<file path="src/rtl/seg_scan_capture_if.sv">
// Seven-segment scan bus seen from the display side, plus the decoded frame results.
// Purely combinational bundle; no latency of its own.
// No backpressure: the scan bus is sampled every clock, results are pulse-qualified.
interface seg_scan_capture_if;
  logic [6:0]  OL;
  logic [3:0]  DIG;
  logic [15:0] bcd;
  logic [13:0] value;
  logic        frame_valid;
  logic        frame_ok;
  logic        seg_err;
  logic        seq_err;

  // Driver / bus-model side: produces the scan bus, observes the decoded results.
  modport master (
    output OL, DIG,
    input  bcd, value, frame_valid, frame_ok, seg_err, seq_err
  );

  // Capture side: samples the scan bus, produces the decoded results.
  modport slave (
    input  OL, DIG,
    output bcd, value, frame_valid, frame_ok, seg_err, seq_err
  );
endinterface

</file>
<file path="src/rtl/seg_scan_capture.sv">
// Rebuilds the 4-digit BCD number from a multiplexed 7-seg scan bus and checks scan order.
// Latency: units digit on the pins before edge k -> frame_valid high after edge k+2.
// No backpressure: one frame per complete scan, results held until the next frame.
module seg_scan_capture (
  input logic              clk_16k,
  input logic              rst,
  seg_scan_capture_if.slave bus
);

  typedef enum logic [1:0] {
    ST_WAIT = 2'd0,
    ST_TH   = 2'd1,
    ST_HU   = 2'd2,
    ST_TE   = 2'd3
  } state_t;

  localparam logic [3:0] DIG_TH = 4'b1000;
  localparam logic [3:0] DIG_HU = 4'b0100;
  localparam logic [3:0] DIG_TE = 4'b0010;
  localparam logic [3:0] DIG_UN = 4'b0001;

  // Stage 0 input registers
  logic [6:0]  ol_q, ol_d;
  logic [3:0]  dig_q, dig_d;

  // Stage 1 sequencing state and partial frame
  state_t      state_q, state_d;
  logic [3:0]  th_q, th_d;
  logic [3:0]  hu_q, hu_d;
  logic [3:0]  te_q, te_d;
  logic [15:0] frame_q, frame_d;
  logic        done_q, done_d;
  logic        seg_err_q, seg_err_d;
  logic        seq_err_q, seq_err_d;

  // Stage 2 output registers
  logic [15:0] bcd_q, bcd_d;
  logic [13:0] value_q, value_d;
  logic        frame_valid_q, frame_valid_d;
  logic        frame_ok_q, frame_ok_d;

  logic [3:0]  code;
  logic        code_bad;
  logic        one_hot;
  logic        frame_dec;
  logic [13:0] value_calc;

  // Segment decode of the registered pattern, and strobe qualification.
  always_comb begin
    code_bad = 1'b0;
    case (ol_q)
      7'b1111110: code = 4'd0;
      7'b0110000: code = 4'd1;
      7'b1101101: code = 4'd2;
      7'b1111001: code = 4'd3;
      7'b0110011: code = 4'd4;
      7'b1011011: code = 4'd5;
      7'b1011111: code = 4'd6;
      7'b1110000: code = 4'd7;
      7'b1111111: code = 4'd8;
      7'b1111011: code = 4'd9;
      7'b0000000: code = 4'hF;
      default: begin
        code     = 4'hE;
        code_bad = 1'b1;
      end
    endcase
    one_hot = (dig_q == DIG_TH) || (dig_q == DIG_HU) ||
              (dig_q == DIG_TE) || (dig_q == DIG_UN);
  end

  // Scan-order FSM: collects digits in thousands..units order, flags order violations.
  always_comb begin
    ol_d      = bus.OL;
    dig_d     = bus.DIG;
    state_d   = state_q;
    th_d      = th_q;
    hu_d      = hu_q;
    te_d      = te_q;
    frame_d   = frame_q;
    done_d    = 1'b0;
    seq_err_d = seq_err_q;
    seg_err_d = seg_err_q | (one_hot & code_bad);

    if (one_hot) begin
      case (state_q)
        ST_WAIT: begin
          // Anything but a thousands strobe is just frame acquisition.
          if (dig_q == DIG_TH) begin
            th_d    = code;
            state_d = ST_TH;
          end
        end
        ST_TH: begin
          if (dig_q == DIG_TH) begin
            th_d = code;
          end else if (dig_q == DIG_HU) begin
            hu_d    = code;
            state_d = ST_HU;
          end else begin
            seq_err_d = 1'b1;
            state_d   = ST_WAIT;
          end
        end
        ST_HU: begin
          if (dig_q == DIG_HU) begin
            hu_d = code;
          end else if (dig_q == DIG_TE) begin
            te_d    = code;
            state_d = ST_TE;
          end else if (dig_q == DIG_TH) begin
            // Out-of-order thousands restarts a fresh frame.
            seq_err_d = 1'b1;
            th_d      = code;
            state_d   = ST_TH;
          end else begin
            seq_err_d = 1'b1;
            state_d   = ST_WAIT;
          end
        end
        ST_TE: begin
          if (dig_q == DIG_TE) begin
            te_d = code;
          end else if (dig_q == DIG_UN) begin
            frame_d = {th_q, hu_q, te_q, code};
            done_d  = 1'b1;
            state_d = ST_WAIT;
          end else if (dig_q == DIG_TH) begin
            seq_err_d = 1'b1;
            th_d      = code;
            state_d   = ST_TH;
          end else begin
            seq_err_d = 1'b1;
            state_d   = ST_WAIT;
          end
        end
        default: state_d = ST_WAIT;
      endcase
    end
  end

  // Output stage: publish the completed frame and its binary value when all digits are decimal.
  always_comb begin
    frame_dec = (frame_q[15:12] <= 4'd9) && (frame_q[11:8] <= 4'd9) &&
                (frame_q[7:4]   <= 4'd9) && (frame_q[3:0]  <= 4'd9);
    value_calc = 14'(frame_q[15:12]) * 14'd1000 +
                 14'(frame_q[11:8])  * 14'd100  +
                 14'(frame_q[7:4])   * 14'd10   +
                 14'(frame_q[3:0]);
    frame_valid_d = done_q;
    bcd_d         = bcd_q;
    frame_ok_d    = frame_ok_q;
    value_d       = value_q;
    if (done_q) begin
      bcd_d      = frame_q;
      frame_ok_d = frame_dec;
      if (frame_dec) begin
        value_d = value_calc;
      end
    end
  end

  // All pipeline state; reset clears everything, including any partial frame.
  always_ff @(posedge clk_16k) begin
    if (rst) begin
      ol_q          <= '0;
      dig_q         <= '0;
      state_q       <= ST_WAIT;
      th_q          <= '0;
      hu_q          <= '0;
      te_q          <= '0;
      frame_q       <= '0;
      done_q        <= 1'b0;
      seg_err_q     <= 1'b0;
      seq_err_q     <= 1'b0;
      bcd_q         <= '0;
      value_q       <= '0;
      frame_valid_q <= 1'b0;
      frame_ok_q    <= 1'b0;
    end else begin
      ol_q          <= ol_d;
      dig_q         <= dig_d;
      state_q       <= state_d;
      th_q          <= th_d;
      hu_q          <= hu_d;
      te_q          <= te_d;
      frame_q       <= frame_d;
      done_q        <= done_d;
      seg_err_q     <= seg_err_d;
      seq_err_q     <= seq_err_d;
      bcd_q         <= bcd_d;
      value_q       <= value_d;
      frame_valid_q <= frame_valid_d;
      frame_ok_q    <= frame_ok_d;
    end
  end

  assign bus.bcd         = bcd_q;
  assign bus.value       = value_q;
  assign bus.frame_valid = frame_valid_q;
  assign bus.frame_ok    = frame_ok_q;
  assign bus.seg_err     = seg_err_q;
  assign bus.seq_err     = seq_err_q;

endmodule

</file>
<file path="src/flat_wrapper.sv">
// flat-port wrapper written by rule: the top's interface ports become plain ports
module seg_scan_capture_flat 
  (clk_16k, rst, bus_OL, bus_DIG, bus_bcd, bus_value, bus_frame_valid, bus_frame_ok, bus_seg_err, bus_seq_err);
  seg_scan_capture_if bus_i ();
  input logic clk_16k;
  input logic rst;
  input wire logic [$bits(bus_i.OL)-1:0] bus_OL;
  input wire logic [$bits(bus_i.DIG)-1:0] bus_DIG;
  output wire logic [$bits(bus_i.bcd)-1:0] bus_bcd;
  output wire logic [$bits(bus_i.value)-1:0] bus_value;
  output wire logic [$bits(bus_i.frame_valid)-1:0] bus_frame_valid;
  output wire logic [$bits(bus_i.frame_ok)-1:0] bus_frame_ok;
  output wire logic [$bits(bus_i.seg_err)-1:0] bus_seg_err;
  output wire logic [$bits(bus_i.seq_err)-1:0] bus_seq_err;
  assign bus_i.OL = bus_OL;
  assign bus_i.DIG = bus_DIG;
  assign bus_bcd = bus_i.bcd;
  assign bus_value = bus_i.value;
  assign bus_frame_valid = bus_i.frame_valid;
  assign bus_frame_ok = bus_i.frame_ok;
  assign bus_seg_err = bus_i.seg_err;
  assign bus_seq_err = bus_i.seq_err;
  seg_scan_capture u_core (.clk_16k(clk_16k), .rst(rst), .bus(bus_i));
endmodule
</file>
<file path="config.mk">
export PLATFORM = sky130hd
export DESIGN_NAME = seg_scan_capture_flat
export DESIGN_NICKNAME = d
export VERILOG_FILES = /design/src/rtl/seg_scan_capture_if.sv /design/src/rtl/seg_scan_capture.sv /design/src/flat_wrapper.sv
export SDC_FILE = /design/constraint.sdc
export NUM_CORES = 1
export LEC_CHECK = 0
export CORE_MARGIN = 2
export CORE_UTILIZATION = 52
export CTS_CLUSTER_SIZE = 14
export DETAILED_ROUTE_END_ITERATION = 8
export PLACE_DENSITY = 0.77
export SYNTH_ARGS = -nofsm -noshare
export SYNTH_HDL_FRONTEND = slang
export SYNTH_SLANG_ARGS = --single-unit
</file>
<file path="constraint.sdc">
create_clock -name clk_16k -period 4.5 [get_ports clk_16k]
set_input_delay 1.125 -clock clk_16k [delete_from_list [all_inputs] [get_ports clk_16k]]
set_output_delay 1.125 -clock clk_16k [all_outputs]
set_load 0.02 [all_outputs]
</file>
==> flow_metrics.py <==
metrics = {
    "logic_synthesis": {
        "ys_types": 53,
        "yosysWarnings": 0,
        "yosys.area.top_type": "dfxtp_1",
        "ys_top_cells_by_area": "dfxtp_1 32%, ha_1 15%, fa_1 7.2%",
        "synth.net_count": 612,
        "ys_async_sr_fraction_pct": 0,
        "synth_edf_count": 0,
        "synth_top_area_share_pct": 32.2,
        "synth.area.mux_share_pct": 5.71,
        "synth-compound-area-share_pct": 14.9,
        "synthCells": 527,
        "synth_top_family_by_area": "adder cells",
        "synth-adder-area-share_pct": 21.7,
        "synth_seq_area_share_pct": 32.2,
        "synth_xor_area_share_pct": 3.33,
        "ys_seq_elements": 76,
        "yosys.area_share.simple_pct": 15.8,
        "syn-cell-area_um2": 4730,
        "synth_top_flop_cell": "dfxtp_1",
        "syn_avg_cell_area_um2": 8.98,
    },
    "power_and_ir_drop": {
        "ir_drop_v": 0.000219,
        "pwr-share-seq_pct": 53.9,
        "swShare_pct": 24.7,
        "p_switching_mw": 0.321,
        "leakage_nw": 2.40,
        "clock_power_share_pct": 41.1,
        "p_per_area_nw_per_um2": 233,
        "internal_power_mw": 0.976,
        "pwr-share-comb_pct": 5.1,
    },
    "placed_design": {
        "post-place-cells": 668,
        "numPortBuffers": 46,
        "post-place-ws_ns": 0.00358,
        "gp_congestion": 0.881,
        "dp_hpwl_um": 7400,
    },
    "setup_path": {
        "cp.required_ns": 4.74,
        "endpoint_kind": "register",
        "path_cells": "fa_1 > inv_2 > fa_1 > inv_1 > ha_1 > nor2b_1 > o21ai_1 > nand2_1 > xnor2_2 > ha_4 > ha_4 > ha_4 > a21o_1 > a21o_1 > a21o_1 > a2111oi_4 > xnor2_1 > a21oi_1",
        "worstPathArrival_ns": 4.61,
        "critPathKind": "reg -> reg",
        "critPathBufInv": 2,
        "crit_path_top_delay_cell": "fa_1",
        "crit_family": "adder cells",
        "max_stage_delay_ns": 0.57,
        "cp-start-kind": "register",
        "worstPathMaxFanout": 4,
    },
    "global_routing": {
        "antenna_found_initial": 0,
        "grt_max_degree": 40,
        "grt_pass1_vias": 3597,
        "grt_first_pass_wirelength_um": 16400,
        "grt_use_total_pct": 20.6,
        "gr-total-overflow": 0,
    },
    "die": {
        "die-area_um2": 9880,
        "die_h_um": 99.4,
        "rows": 34,
        "core_um2": 8760,
        "ios": 47,
        "start_util_pct": 54.0,
        "fp.dieW_um": 99.4,
    },
    "cts": {
        "cts_hold_buf": 0,
        "numCtsBuffers": 9,
        "clock_sinks": 76,
        "path_clk_slew_ns": 0.09,
        "cts-root-buf": "clkbuf_8",
        "cts_tree": "done",
        "cts_buffer_depth": 2,
        "clk_latency_ns": 0.35,
        "htreeDepth": 3,
    },
    "cells_and_area": {
        "nNetsFinal": 657,
        "n_antenna_cell": 0,
        "final_cells": 685,
        "utilization_pct": 63.5,
        "drive_above_1_share_pct": 8.67,
        "layout_common_cells": "74 x dfxtp_1, 58 x nor2_1, 52 x ha_1",
        "final_common_cell": "dfxtp_1",
        "syn_to_final_growth_pct": 17.6,
    },
    "detailed_routing": {
        "firstDrtPassIters": 4,
        "wire_per_inst_um": 14.3,
        "drcViolationCount": 0,
        "vias_per_cell": 5.39,
        "drt_iter0_markers": 123,
        "routed_wl_um": 9820,
        "postRouteAntennaNets": 0,
        "num_vias": 3691,
    },
    "sta": {
        "setup_viol": 0,
        "slew_viol_final": 0,
        "fin_skew_ns": 0.0133,
        "fmax_mhz": 229,
        "slew_headroom_pct": 20.0,
        "finalCritPeriodShare_pct": 97.2,
        "fin_crit_ns": 4.38,
        "final_hold_viol_count": 0,
        "rsz0062_at_grt": "true",
        "tightest_slew_ns": 1.20,
        "fin_ws_ns": 0.124,
    },
    "run": {
        "maxCapViolations": 0,
    },
    "min_path": {
        "hp-class": "reg -> reg",
    },
    "outcome": {
        "outcome": "finished clean",
    },
}
-- tightest hold or removal path: cells and delay by family, from the launching register on --
kind | cells | cell delay, ns
compound gates | 1 | 0.05
flops | 1 | 0.32
simple gates | 1 | 0.05
-- repair_timing --
action                                  CTS  global route
gates cloned                              0             0
endpoints found under the setup margin    1             2
gates resized for setup                   1             5
pin swaps                                 0             7
setup buffers                             0             1
-- stage by stage --
stage | cell area [µm²] | setup TNS (ns) | hold WS (ns) | total power, mW
after global placement | 5310 | 0 | 0.441 | 0.777
after detailed placement | 5310 | 0 | 0.447 | 0.780
after global routing | 5560 | -0.0766 | 0.485 | 1.35
after CTS | 5530 | 0 | 0.461 | 1.30
final | 5560 | 0 | 0.454 | 1.30
after floorplan | 4750 | 0 | 0.425 | 0.759
-- kinds of logic after synthesis --
group | count (synthesis)
xor gates and xnor gates | 18
buffers and inverters | 74
and+or+nand+nor | 157
AOI/OAI and AO/OA | 103
muxes | 27
adders and majority gates | 72
DFF | 76
-- layer usage --
metal  track usage, %  share of wire, %  vias up
li1                 -                 -     1876
met1             24.4                43     1732
met2             36.6                51       64
met3             4.50               3.6       19
met4             7.59               2.4        0
met5                0                 0        -
-- layout make-up --
type                       count  area, µm²
clock buffer                  10        128
clock inverter                 6       73.8
fill                         719       3200
inverter                      48        180
multi-input combinational    377       2960
sequential                    76       1520
tap                          108        135
timing repair buffer          60        561
-- registers in the layout (all words and copies together), names as in the netlist, 2 cells and up --
| register | cells |
|---|---|
| u_core.frame_q | 16 |
| u_core.dig_q | 4 |
| u_core.hu_q | 4 |
| u_core.ol_q | 7 |
| u_core.th_q | 4 |
| u_core.state_q | 2 |
| u_core.bus.bcd | 16 |
| u_core.te_q | 4 |
| u_core.bus.value | 14 |
-- synth_stat cells, drive strengths merged (2+ instances only) --
| cell | count |
|---|---|
| o211ai | 3 |
| nand4 | 3 |
| o21bai | 2 |
| nand3 | 8 |
| o21a | 3 |
| a211oi | 18 |
| o22ai | 2 |
| nand2b | 7 |
| buf | 14 |
| o221ai | 2 |
| xor2 | 5 |
| nor2b | 18 |
| a21o | 9 |
| nand2 | 44 |
| and3 | 2 |
| fa | 17 |
| mux2i | 27 |
| o21ai | 13 |
| ha | 55 |
| nor3b | 3 |
| a31oi | 5 |
| and2 | 2 |
| a2111oi | 2 |
| dfxtp | 76 |
| nor3 | 3 |
| inv | 48 |
| a21oi | 37 |
| nor2 | 58 |
| clkbuf | 12 |
| xnor2 | 13 |
-- power groups by stage --
stage	registers, mW	clock network [mW]	logic [mW]
floorplan	0.704	0	0.0553
global placement	0.713	0	0.0641
detailed placement	0.714	0	0.0659
CTS	0.698	0.541	0.0663
global route	0.701	0.573	0.0733
finish	0.698	0.532	0.0657
-- worst paths after layout --
path | from | end | slack (ns) | cells after the start
worst min register to register | u_core.te_q[0] | u_core.frame_q[4] | 0.45 | 2
worst min-delay path | u_core.te_q[0] | u_core.frame_q[4] | 0.45 | 2
worst max-delay path | u_core.frame_q[14] | u_core.bus.value[13] | 0.12 | 18
worst max register to register | u_core.frame_q[14] | u_core.bus.value[13] | 0.12 | 18
No activity file was read; power rests on OpenSTA's default activity.
